[src/rtl/mul.sv]
// mul: sequential signed shift-add multiplier.
//
// Multiplies two signed DATA_MUL-bit operands and returns the signed
// 2*DATA_MUL-bit product DATA_MUL+1 clock edges after the start edge.
// The operands are converted to magnitudes when the operation starts. The
// magnitudes are multiplied with a radix-2 shift-add loop, and the sign is
// applied in a final fix-up cycle. The start/finish handshake matches the
// sequential divider, so the two blocks can be swapped in the sequencer.
//
// Ports:
//   CLK      in   clock, rising edge
//   RST_N    in   asynchronous active-low reset
//   I_EN     in   start request, only sampled while idle
//   I_MCAND  in   signed multiplicand, DATA_MUL bits
//   I_MPLR   in   signed multiplier, DATA_MUL bits
//   O_PRD    out  signed product, 2*DATA_MUL bits, valid while O_FN=1
//   O_FN     out  done level, cleared by the next accepted start
//   O_BUSY   out  high while an operation is in CALC or FIX
module mul #(
  parameter int DATA_MUL = 4
) (
  input  logic                    CLK,
  input  logic                    RST_N,
  input  logic                    I_EN,
  input  logic [DATA_MUL-1:0]     I_MCAND,
  input  logic [DATA_MUL-1:0]     I_MPLR,
  output logic [2*DATA_MUL-1:0]   O_PRD,
  output logic                    O_FN,
  output logic                    O_BUSY
);

  localparam int CW = $clog2(DATA_MUL + 1);
  localparam logic [CW-1:0] CNT_INIT = CW'(DATA_MUL);
  localparam logic [CW-1:0] CNT_ONE  = {{(CW-1){1'b0}}, 1'b1};
  localparam logic [DATA_MUL-1:0]   ONE_W = {{(DATA_MUL-1){1'b0}}, 1'b1};
  localparam logic [2*DATA_MUL-1:0] ONE_P = {{(2*DATA_MUL-1){1'b0}}, 1'b1};

  typedef enum logic [1:0] {
    IDLE,
    CALC,
    FIX
  } state_t;

  state_t state;
  state_t state_next;

  logic [DATA_MUL-1:0]   mcand_mag;
  logic [DATA_MUL:0]     hi;
  logic [DATA_MUL-1:0]   lo;
  logic [CW-1:0]         cnt;
  logic                  neg;

  logic [DATA_MUL-1:0]   mcand_abs;
  logic [DATA_MUL-1:0]   mplr_abs;
  logic [DATA_MUL-1:0]   addend;
  logic [DATA_MUL:0]     sum;
  logic [2*DATA_MUL-1:0] prod_mag;

  // The most negative operand negates back to itself. Read as unsigned, that
  // value is 2^(W-1), which is the correct magnitude, so no extra bit is needed.
  always_comb begin
    mcand_abs = I_MCAND[DATA_MUL-1] ? (~I_MCAND + ONE_W) : I_MCAND;
    mplr_abs  = I_MPLR[DATA_MUL-1]  ? (~I_MPLR + ONE_W)  : I_MPLR;
  end

  // One shift-add step. hi carries one spare bit so that the carry of the
  // partial sum is kept. That carry then shifts down into hi[W-1].
  always_comb begin
    addend   = lo[0] ? mcand_mag : '0;
    sum      = hi + {1'b0, addend};
    prod_mag = {hi[DATA_MUL-1:0], lo};
  end

  // Next-state logic. The counter starts at DATA_MUL, so CALC runs for
  // exactly DATA_MUL edges before FIX.
  always_comb begin
    state_next = state;
    case (state)
      IDLE:    if (I_EN) state_next = CALC;
      CALC:    if (cnt == CNT_ONE) state_next = FIX;
      FIX:     state_next = IDLE;
      default: state_next = IDLE;
    endcase
  end

  always_ff @(posedge CLK or negedge RST_N) begin
    if (!RST_N) state <= IDLE;
    else        state <= state_next;
  end

  // Datapath. O_PRD and O_FN hold their values while idle. Only an accepted
  // start clears O_FN, and only FIX updates O_PRD.
  always_ff @(posedge CLK or negedge RST_N) begin
    if (!RST_N) begin
      mcand_mag <= '0;
      hi        <= '0;
      lo        <= '0;
      cnt       <= '0;
      neg       <= 1'b0;
      O_PRD     <= '0;
      O_FN      <= 1'b0;
    end else begin
      case (state)
        IDLE: begin
          if (I_EN) begin
            mcand_mag <= mcand_abs;
            neg       <= I_MCAND[DATA_MUL-1] ^ I_MPLR[DATA_MUL-1];
            hi        <= '0;
            lo        <= mplr_abs;
            cnt       <= CNT_INIT;
            O_FN      <= 1'b0;
          end
        end
        CALC: begin
          hi  <= {1'b0, sum[DATA_MUL:1]};
          lo  <= {sum[0], lo[DATA_MUL-1:1]};
          cnt <= cnt - CNT_ONE;
        end
        FIX: begin
          // A zero magnitude negates to zero, so a negative zero cannot occur.
          O_PRD <= neg ? (~prod_mag + ONE_P) : prod_mag;
          O_FN  <= 1'b1;
        end
        default: ;
      endcase
    end
  end

  assign O_BUSY = (state == CALC) || (state == FIX);

endmodule
[config.mk]
export PLATFORM = sky130hd
export DESIGN_NAME = mul
export DESIGN_NICKNAME = d
export VERILOG_FILES = /design/src/rtl/mul.sv
export SDC_FILE = /design/constraint.sdc
export NUM_CORES = 1
export LEC_CHECK = 0
export ABC_AREA = 0
export CORE_ASPECT_RATIO = 1.25
export CORE_UTILIZATION = 40
export DETAILED_ROUTE_END_ITERATION = 8
export GPL_ROUTABILITY_DRIVEN = 0
export PLACE_DENSITY = 0.61
export REMOVE_ABC_BUFFERS = 1
export SYNTH_ARGS = -nofsm -noshare
export SYNTH_HDL_FRONTEND = slang
export SYNTH_SLANG_ARGS = --single-unit
[constraint.sdc]
create_clock -name CLK -period 1.7 [get_ports CLK]
set_input_delay 0.255 -clock CLK [delete_from_list [all_inputs] [get_ports CLK]]
set_output_delay 0.255 -clock CLK [all_outputs]
set_load 0.1 [all_outputs]
==> results.toml <==
[clocking]
clkTransAtPathRegs_ps = 90
cts.sinks = 27
clk_latency_ps = 280
clk_path_buf_depth = 2
cts-buffers-inserted = 3
cts_tree = "built"
cts_max_level = 1
root_buffer = "clkbuf_8"

[outcome]
outcome = "complete, no violations"

[global_route]
grt_pass1_wl_microns = 5160
antenna_found_initial = 0
grt_overflow = 0
grt_max_degree = 28
grt_pass1_vias = 1202
gr-usage-all-layers = 0.158

[timing]
hold_viol = 0
rsz0062_at_grt = "no"
clock.fmax_mhz = 629
drv_slew = 0
fin_crit_ps = 1590
worstMarginPinSlew_ps = 445
period_share = 0.936
setup_ws_ps = 109
fin_skew_ps = 7.07
max-slew-margin-rel = 0.702
setup_viol = 0

[critical_path]
r2r_slack_ps = 110
cp.required_ps = 1900
criticalPathCategory = "reg -> reg"
cp-end-kind = "flop"
r2r_end = "hi[3]"
crit_arrival_ps = 1790
cp-endpoint = "hi[3]"
reg2regPathDepth = 8
timing.rr.start = "lo[0]"
cp_max_fo = 4
cp-startpoint = "lo[0]"
start_kind = "flop"

[final_layout]
num-nets-final = 226
final_cell_mix = "dfrtp_1, nor2_1, nand2_1, a21oi_1"
fillCellCount = 368
diodes = 0
final_layout_size_suffix_gt1_frac = 0.176
area_growth_pct = 29.1
final_area_sq_um = 2060
layout_commonest_cell = "dfrtp_1"

[floorplanning]
die_height_microns = 72.7
start_util = 0.419
core-area_sq_um = 3820
io_pins = 21
num_rows = 25
dieArea_sq_um = 4260
die_x_microns = 58.6

[placed_design]
port-buffer-count = 20
place_area_sq_um = 2000
post-place-ws_ps = -1.03
dp_hpwl_microns = 2370

[synth]
netlist_area_sq_um = 1600
synth-seq-cells = 27
yosysWarnings = 0
syn-instance-count = 170
yosysSeqAreaShare = 0.423
synth.distinct_cells = 35
synth_area_per_cell_sq_um = 9.41

[job]
max-cap-violations = 0

[routing]
wl_per_cell_microns = 12.1
dr.pass1.iters = 4
wl_microns = 3060
ant_nets = 0
via_count = 1246
routed_via_density = 4.92
drtIter0Drc = 37
route.detailed.drc = 0

[worst_hold_path]
hold_class = "in -> async"
==> routing by layer <==
metal | GRT usage | wire (microns) | vias to the layer above
li1 | - | - | 638
met1 | 0.188 | 1320 | 582
met2 | 0.286 | 1620 | 21
met3 | 0.0213 | 74 | 5
met4 | 0.0556 | 50 | 0
met5 | 0 | 0 | -
==> logic make-up (layout without fill, tap and decap cells) <==
group,count (synthesis),in the layout,share of synthesized area
xor+xnor,11,11,0.0603
fa+ha+maj,15,15,0.122
compound gates,42,42,0.157
mux,5,5,0.0321
simple gates,50,50,0.146
flops,27,27,0.423
buf+inv,20,49,0.0595
==> cells in the mapped netlist <==
library cell,instances,area share
a211oi_1,1,0.0047
a21boi_0,3,0.014
a21o_1,2,0.0094
a21oi_1,14,0.044
a221oi_1,1,0.0055
a31oi_1,1,0.0039
and2_2,3,0.014
and3_1,1,0.0039
buf_2,1,0.0031
buf_4,2,0.0094
buf_8,1,0.0094
clkbuf_1,2,0.0047
dfrtp_1,27,0.42
fa_1,1,0.013
ha_1,14,0.11
inv_1,14,0.033
mux2_2,1,0.0070
mux2i_1,4,0.025
nand2_1,15,0.035
nand2b_1,4,0.016
nand3_1,1,0.0031
nor2_1,18,0.042
nor2b_1,3,0.012
nor3_1,2,0.0063
nor4_1,1,0.0039
o21ai_0,14,0.044
o21ai_1,1,0.0031
o22a_1,1,0.0055
o22ai_1,2,0.0078
o32ai_1,1,0.0055
o41ai_2,1,0.010
or2_1,1,0.0039
or4b_1,1,0.0063
xnor2_1,8,0.044
xor2_1,3,0.016
==> cell type report <==
cell class	instances	area, sq um	share of cell area
timing repair buffer	31	383	0.185
inverter	14	52.6	0.0255
tap	54	67.6	0.0327
clock buffer	4	45.0	0.0218
sequential	27	676	0.327
multi-input combinational	123	841	0.407
==> through the flow <==
stage / cells / util / hold WS (ps) / setup TNS (ps)
4_1_cts: 252 / 0.536 / 367 / 0
5_1_grt: 253 / 0.541 / 387 / 0
3_5_place_dp: 248 / 0.524 / 462 / -1.03
6_report: 253 / 0.541 / 351 / 0
3_3_place_gp: 248 / 0.524 / 460 / 0
2_1_floorplan: 164 / - / -40.6 / 0
==> timing repair <==
| action | in CTS | in global routing |
|---|---|---|
| resized for setup | 0 | 7 |
| setup buffers | 0 | 1 |
| hold buffers | 0 | 0 |
| setup endpoints to repair | 0 | 10 |
==> worst min-delay path by stage <==
stage / from / to / slack [ps] / cells after the start
3_5_place_dp: mcand_mag[2] / mcand_mag[2] / 460 / 2
5_1_grt: RST_N / O_PRD[1] / 390 / 2
3_3_place_gp: mcand_mag[2] / mcand_mag[2] / 460 / 2
2_1_floorplan: RST_N / O_FN / -40 / 0
4_1_cts: RST_N / cnt[1] / 370 / 2
6_report: RST_N / cnt[2] / 350 / 2
==> worst max-delay path: stages, from the launching register on <==
cell and delay (ps):
dfrtp_1 390, and2_2 170, ha_2 200, inv_2 50, fa_2 360, inv_1 60, a21o_1 100, a21oi_1 50
o21ai_0 130
==> state kept, by name, summed over array words and instances, names as in the netlist <==
signal     count
O_FN           1
O_PRD          8
cnt            3
hi             4
lo             4
mcand_mag      4
neg            1
state          2
Power is left out: the tool's default activity adds up to more than one toggle a clock period on the data nets, which glitch-free logic cannot reach.
